## src/rtl/store_narrow_unit_if.sv

```systemverilog
// Store request / data-memory write bundle for store_narrow_unit.
// slave: the narrowing unit itself. master: the CPU MEM stage plus memory model.
interface store_narrow_unit_if;
  logic        st_valid;
  logic        st_ready;
  logic [31:0] st_addr;
  logic [31:0] st_data;
  logic [1:0]  st_size;
  logic        mem_req;
  logic [31:0] mem_addr;
  logic [31:0] mem_wdata;
  logic [3:0]  mem_be;
  logic        mem_ack;
  logic        done;
  logic        align_err;
  logic        timeout_err;

  modport slave (
    input  st_valid, st_addr, st_data, st_size, mem_ack,
    output st_ready, mem_req, mem_addr, mem_wdata, mem_be,
           done, align_err, timeout_err
  );

  modport master (
    output st_valid, st_addr, st_data, st_size, mem_ack,
    input  st_ready, mem_req, mem_addr, mem_wdata, mem_be,
           done, align_err, timeout_err
  );
endinterface

```

## src/rtl/store_narrow_unit.sv

```systemverilog
// Store narrowing unit: replicates SB/SH/SW data onto little-endian byte lanes,
// generates byte enables and runs one req/ack write to data memory. Misaligned
// or reserved-size stores are rejected with align_err; a missing ack aborts the
// write after TIMEOUT cycles with timeout_err. All outputs are registered.
module store_narrow_unit #(
  parameter int unsigned TIMEOUT = 255
) (
  input  logic                clk,
  input  logic                rst_n,
  store_narrow_unit_if.slave  sn
);

  typedef enum logic {S_IDLE, S_REQ} state_t;

  localparam logic [7:0] LP_LAST = 8'(TIMEOUT - 1);

  state_t      r_state;
  logic        r_st_ready;
  logic        r_mem_req;
  logic [31:0] r_mem_addr;
  logic [31:0] r_mem_wdata;
  logic [3:0]  r_mem_be;
  logic        r_done;
  logic        r_align_err;
  logic        r_timeout_err;
  logic [7:0]  r_cnt;

  state_t      w_state_nxt;
  logic        w_mem_req_nxt;
  logic [31:0] w_mem_addr_nxt;
  logic [31:0] w_mem_wdata_nxt;
  logic [3:0]  w_mem_be_nxt;
  logic        w_done_nxt;
  logic        w_align_err_nxt;
  logic        w_timeout_err_nxt;
  logic [7:0]  w_cnt_nxt;

  logic        w_misalign;
  logic [3:0]  w_lane_be;
  logic [31:0] w_lane_wdata;

  // Lane placement and alignment check for the presented request.
  always_comb begin
    w_misalign   = 1'b0;
    w_lane_be    = '0;
    w_lane_wdata = '0;
    case (sn.st_size)
      2'b00: begin
        w_lane_be    = 4'b0001 << sn.st_addr[1:0];
        w_lane_wdata = {4{sn.st_data[7:0]}};
      end
      2'b01: begin
        w_misalign   = sn.st_addr[0];
        w_lane_be    = sn.st_addr[1] ? 4'b1100 : 4'b0011;
        w_lane_wdata = {2{sn.st_data[15:0]}};
      end
      2'b10: begin
        w_misalign   = |sn.st_addr[1:0];
        w_lane_be    = '1;
        w_lane_wdata = sn.st_data;
      end
      default: begin
        w_misalign   = 1'b1;
      end
    endcase
  end

  // Next-state and next-output logic; bus fields hold unless explicitly changed.
  always_comb begin
    w_state_nxt       = r_state;
    w_mem_req_nxt     = r_mem_req;
    w_mem_addr_nxt    = r_mem_addr;
    w_mem_wdata_nxt   = r_mem_wdata;
    w_mem_be_nxt      = r_mem_be;
    w_cnt_nxt         = r_cnt;
    w_done_nxt        = 1'b0;
    w_align_err_nxt   = 1'b0;
    w_timeout_err_nxt = 1'b0;
    case (r_state)
      S_IDLE: begin
        if (sn.st_valid) begin
          if (w_misalign) begin
            w_align_err_nxt = 1'b1;
          end else begin
            w_state_nxt     = S_REQ;
            w_mem_req_nxt   = 1'b1;
            w_mem_addr_nxt  = {sn.st_addr[31:2], 2'b00};
            w_mem_wdata_nxt = w_lane_wdata;
            w_mem_be_nxt    = w_lane_be;
            w_cnt_nxt       = '0;
          end
        end
      end
      S_REQ: begin
        // Ack is tested first so it wins over a timeout landing on the same edge.
        if (sn.mem_ack) begin
          w_state_nxt   = S_IDLE;
          w_mem_req_nxt = 1'b0;
          w_mem_be_nxt  = '0;
          w_cnt_nxt     = '0;
          w_done_nxt    = 1'b1;
        end else if (r_cnt == LP_LAST) begin
          w_state_nxt       = S_IDLE;
          w_mem_req_nxt     = 1'b0;
          w_mem_be_nxt      = '0;
          w_cnt_nxt         = '0;
          w_timeout_err_nxt = 1'b1;
        end else begin
          w_cnt_nxt = r_cnt + 8'd1;
        end
      end
      default: begin
        w_state_nxt = S_IDLE;
      end
    endcase
  end

  // State and output registers with synchronous active-low reset.
  always_ff @(posedge clk) begin
    if (!rst_n) begin
      r_state       <= S_IDLE;
      r_st_ready    <= 1'b1;
      r_mem_req     <= 1'b0;
      r_mem_addr    <= '0;
      r_mem_wdata   <= '0;
      r_mem_be      <= '0;
      r_done        <= 1'b0;
      r_align_err   <= 1'b0;
      r_timeout_err <= 1'b0;
      r_cnt         <= '0;
    end else begin
      r_state       <= w_state_nxt;
      r_st_ready    <= (w_state_nxt == S_IDLE);
      r_mem_req     <= w_mem_req_nxt;
      r_mem_addr    <= w_mem_addr_nxt;
      r_mem_wdata   <= w_mem_wdata_nxt;
      r_mem_be      <= w_mem_be_nxt;
      r_done        <= w_done_nxt;
      r_align_err   <= w_align_err_nxt;
      r_timeout_err <= w_timeout_err_nxt;
      r_cnt         <= w_cnt_nxt;
    end
  end

  assign sn.st_ready    = r_st_ready;
  assign sn.mem_req     = r_mem_req;
  assign sn.mem_addr    = r_mem_addr;
  assign sn.mem_wdata   = r_mem_wdata;
  assign sn.mem_be      = r_mem_be;
  assign sn.done        = r_done;
  assign sn.align_err   = r_align_err;
  assign sn.timeout_err = r_timeout_err;

endmodule

```

## src/flat_wrapper.sv

```systemverilog
// flat-port wrapper written by rule: the top's interface ports become plain ports
module store_narrow_unit_flat 
#(
  parameter int unsigned TIMEOUT = 255
)
  (clk, rst_n, sn_st_valid, sn_st_addr, sn_st_data, sn_st_size, sn_mem_ack, sn_st_ready, sn_mem_req, sn_mem_addr, sn_mem_wdata, sn_mem_be, sn_done, sn_align_err, sn_timeout_err);
  store_narrow_unit_if sn_i ();
  input  logic clk;
  input  logic rst_n;
  input wire logic [$bits(sn_i.st_valid)-1:0] sn_st_valid;
  input wire logic [$bits(sn_i.st_addr)-1:0] sn_st_addr;
  input wire logic [$bits(sn_i.st_data)-1:0] sn_st_data;
  input wire logic [$bits(sn_i.st_size)-1:0] sn_st_size;
  input wire logic [$bits(sn_i.mem_ack)-1:0] sn_mem_ack;
  output wire logic [$bits(sn_i.st_ready)-1:0] sn_st_ready;
  output wire logic [$bits(sn_i.mem_req)-1:0] sn_mem_req;
  output wire logic [$bits(sn_i.mem_addr)-1:0] sn_mem_addr;
  output wire logic [$bits(sn_i.mem_wdata)-1:0] sn_mem_wdata;
  output wire logic [$bits(sn_i.mem_be)-1:0] sn_mem_be;
  output wire logic [$bits(sn_i.done)-1:0] sn_done;
  output wire logic [$bits(sn_i.align_err)-1:0] sn_align_err;
  output wire logic [$bits(sn_i.timeout_err)-1:0] sn_timeout_err;
  assign sn_i.st_valid = sn_st_valid;
  assign sn_i.st_addr = sn_st_addr;
  assign sn_i.st_data = sn_st_data;
  assign sn_i.st_size = sn_st_size;
  assign sn_i.mem_ack = sn_mem_ack;
  assign sn_st_ready = sn_i.st_ready;
  assign sn_mem_req = sn_i.mem_req;
  assign sn_mem_addr = sn_i.mem_addr;
  assign sn_mem_wdata = sn_i.mem_wdata;
  assign sn_mem_be = sn_i.mem_be;
  assign sn_done = sn_i.done;
  assign sn_align_err = sn_i.align_err;
  assign sn_timeout_err = sn_i.timeout_err;
  store_narrow_unit #(.TIMEOUT(TIMEOUT)) u_core (.clk(clk), .rst_n(rst_n), .sn(sn_i));
endmodule
```

## config.mk

```make
export PLATFORM = sky130hd
export DESIGN_NAME = store_narrow_unit_flat
export DESIGN_NICKNAME = d
export VERILOG_FILES = /design/src/rtl/store_narrow_unit_if.sv /design/src/rtl/store_narrow_unit.sv /design/src/flat_wrapper.sv
export SDC_FILE = /design/constraint.sdc
export NUM_CORES = 1
export LEC_CHECK = 0
export BUFFER_PORTS_ARGS = -buffer_cell sky130_fd_sc_hd__buf_2
export CAP_MARGIN = 0
export CORE_UTILIZATION = 40
export DETAILED_ROUTE_END_ITERATION = 8
export GPL_TIMING_DRIVEN = 0
export PLACE_DENSITY = 0.74
export SYNTH_ARGS = -nofsm -noshare
export SYNTH_HDL_FRONTEND = slang
export SYNTH_SLANG_ARGS = --single-unit
export TNS_END_PERCENT = 100
```

## constraint.sdc

```tcl
create_clock -name clk -period 1.9 [get_ports clk]
set_input_delay 0.38 -clock clk [delete_from_list [all_inputs] [get_ports clk]]
set_output_delay 0.38 -clock clk [all_outputs]
set_load 0.005 [all_outputs]
```

==> impl_metrics.env <==
export IMPL_met3WireLength_um=711
export IMPL_drive_above_1_share=0.3524
export IMPL_rsz0062_at_grt="yes"
export IMPL_clkLatencyLatePin_ps=360
export IMPL_max_freq_mhz=540.0
export IMPL_vdd_drop_max_mv=0.4272
export IMPL_clock_sinks=80
export IMPL_p_leak_nw=2.027
export IMPL_highest_layer="met4"
export IMPL_wl_per_cell_um=14.49
export IMPL_globalRouteTotalUtil=0.2087
export IMPL_period_needed_ps=1852
export IMPL_clock_path_buffers=2
export IMPL_ys_warn_count=0
export IMPL_synth_cells=388
export IMPL_final_max_slew_violation_count=0
export IMPL_arrival_ps=2130
export IMPL_ff2ff_setup_slack_ps=50
export IMPL_path_clk_slew_ps=80
export IMPL_die_w_um=95.09
export IMPL_route_layer_met1_wl_mm=4.010
export IMPL_rows=33
export IMPL_grt_max_degree=14
export IMPL_drc=0
export IMPL_min_period_over_period=0.9747
export IMPL_status="complete, no violations"
export IMPL_grt_pass1_vias=3023
export IMPL_criticalPathCategory="reg -> reg"
export IMPL_tightest_slew_ps=649.9
export IMPL_io_buffers=138
export IMPL_cts_tree="done"
export IMPL_mostFrequentLayoutCells="151 x buf_2, 85 x nand2_1, 80 x dfxtp_1"
export IMPL_fin_ws_ps=48.09
export IMPL_end_kind="register"
export IMPL_ys_async_sr_fraction=0
export IMPL_pre_cts_slack_ps=78.93
export IMPL_path_max_fanout=4
export IMPL_n_antenna_cell=0
export IMPL_die_area_mm2=0.009041
export IMPL_synth_flop_cell="dfxtp_1"
export IMPL_area_growth_pct=29.46
export IMPL_place_gp_congestion=0.8060
export IMPL_ant_nets=0
export IMPL_hp_class="in -> reg"
export IMPL_hold_buffers=0
export IMPL_core_area_mm2=0.008299
export IMPL_first_pass_iters=4
export IMPL_finalClockSkew_ps=12.98
export IMPL_fin_nets=610
export IMPL_dieHeight_um=95.09
export IMPL_post_dp_hpwl_mm=7.092
export IMPL_grt_pass1_wl_mm=14.46
export IMPL_fin_hold_ws_ps=233.0
export IMPL_cts_buffers=9
export IMPL_wl_met2_mm=4.534
export IMPL_initial_utilization=0.4176
export IMPL_synth_edf_count=0
export IMPL_cap_violations=0
export IMPL_synth_area_mm2=0.003466
export IMPL_post_cts_resized=0
export IMPL_final_common_cell="buf_2"
export IMPL_synth_cell_types=44
export IMPL_hold_violations=0
export IMPL_required_ps=2180
export IMPL_overflow=0
export IMPL_route_vias_total=3302
export IMPL_io_pins=143
export IMPL_vias_per_cell=5.104
export IMPL_ctsHtreeMaxLevel=3
export IMPL_yosys_register_bits=80
export IMPL_ys_seq_area_frac=0.4621
export IMPL_drt_total_wl_mm=9.375
export IMPL_cts_root_buffer_cell="clkbuf_8"
export IMPL_slew_headroom=0.5641
export IMPL_postCtsSetupRepairBufs=0
export IMPL_antenna_found_initial=0
export IMPL_powerDensity_mw_per_mm2=813.9
export IMPL_finalSetupViolations=0
export IMPL_worstSetupStartpointType="register"
export IMPL_initialDrtViolationCount=78
export IMPL_synth_area_per_cell_um2=8.933
-- layer usage --
layer / GRT usage / up-vias
met1: 0.2479 / 1529
met2: 0.3565 / 119
met5: 0 / -
met3: 0.05981 / 9
li1: - / 1645
met4: 0.07449 / 0
-- cell families (layout without fill, tap and decap cells) --
family,count (synthesis),count (layout),synth area share
and+or+nand+nor,170,170,0.2444
DFF,80,80,0.4621
adders and majority gates,2,2,0.007219
buffers and inverters,35,188,0.05451
AOI/OAI and AO/OA,91,91,0.2047
other,1,2,0.001082
muxes,9,9,0.02599
-- power by group --
group	internal, mW	leakage (nW)	switching (mW)	total, mW
Sequential	1.77	0.654	0.0472	1.82
Clock	0.636	0.0985	0.634	1.27
Combinational	0.261	1.28	0.304	0.565
-- worst max-delay path, cell delays in order, from the launching register on --
cell       delay (ps)
dfxtp_1           360
inv_1              80
ha_1              200
and3_1            210
a211oi_1          590
o21a_4            230
o2bb2ai_1         110
-- layout make-up --
| type | instances | area (um^2) |
|---|---|---|
| fill | 788 | 3812 |
| multi-input combinational | 274 | 1680 |
| sequential | 80 | 1602 |
| timing repair buffer | 138 | 690.7 |
| buffer | 30 | 170.2 |
| clock buffer | 10 | 137.6 |
| tap | 105 | 131.4 |
| clock inverter | 5 | 56.30 |
| inverter | 5 | 18.77 |
-- worst paths after layout --
kind                                       startpoint                                   to  depth (start not counted)
setup reg to reg         u_core.r_cnt[0]$_SDFFE_PN0P_     u_core.sn.mem_be[2]$_SDFFE_PN0P_                          6
hold reg to reg   u_core.sn.mem_wdata[3]$_SDFFE_PN0P_  u_core.sn.mem_wdata[3]$_SDFFE_PN0P_                          2
setup / recovery         u_core.r_cnt[0]$_SDFFE_PN0P_     u_core.sn.mem_be[2]$_SDFFE_PN0P_                          6
hold / removal                             sn_mem_ack     u_core.sn.timeout_err$_SDFF_PP0_                          2
-- cell usage after synthesis, types with 2 or more instances --
library cell	count	share of area
a211oi_1	17	0.037
a21boi_0	7	0.015
a21boi_1	31	0.067
a21oi_1	7	0.010
a221oi_1	8	0.020
and3_1	2	0.0036
buf_2	13	0.019
buf_4	7	0.015
buf_6	2	0.0065
clkbuf_1	8	0.0087
dfxtp_1	80	0.46
ha_1	2	0.0072
inv_1	5	0.0054
mux2i_1	9	0.026
nand2_1	85	0.092
nand2b_1	2	0.0036
nand3_1	5	0.0072
nor2_1	37	0.040
nor2b_1	2	0.0036
nor3_1	2	0.0029
nor3b_1	17	0.037
nor3b_2	7	0.025
o211ai_1	3	0.0065
o21ai_0	2	0.0029
o2bb2ai_1	5	0.013
o31ai_1	2	0.0043
or3_1	3	0.0054
or4_1	2	0.0043
-- sequential cells by signal, indices dropped and copies added (netlist names) --
name / count
u_core.sn.mem_wdata: 32
u_core.sn.align_err: 1
u_core.sn.mem_be: 4
u_core.sn.done: 1
u_core.sn.mem_req: 1
u_core.sn.timeout_err: 1
u_core.r_state: 1
u_core.r_cnt: 8
u_core.sn.st_ready: 1
u_core.sn.mem_addr: 30
-- through the flow --
stage	setup TNS, ps	instances	power (mW)	cell area [um^2]	util
floorplan	0	389	2.165	3470	-
global placement	0	632	2.403	4292	0.5171
detailed placement	0	632	2.422	4292	0.5171
CTS	0	647	3.682	4486	0.5405
global route	-51.80	647	3.833	4487	0.5406
finish	0	647	3.652	4487	0.5406
No activity file was read; power rests on OpenSTA's default activity.
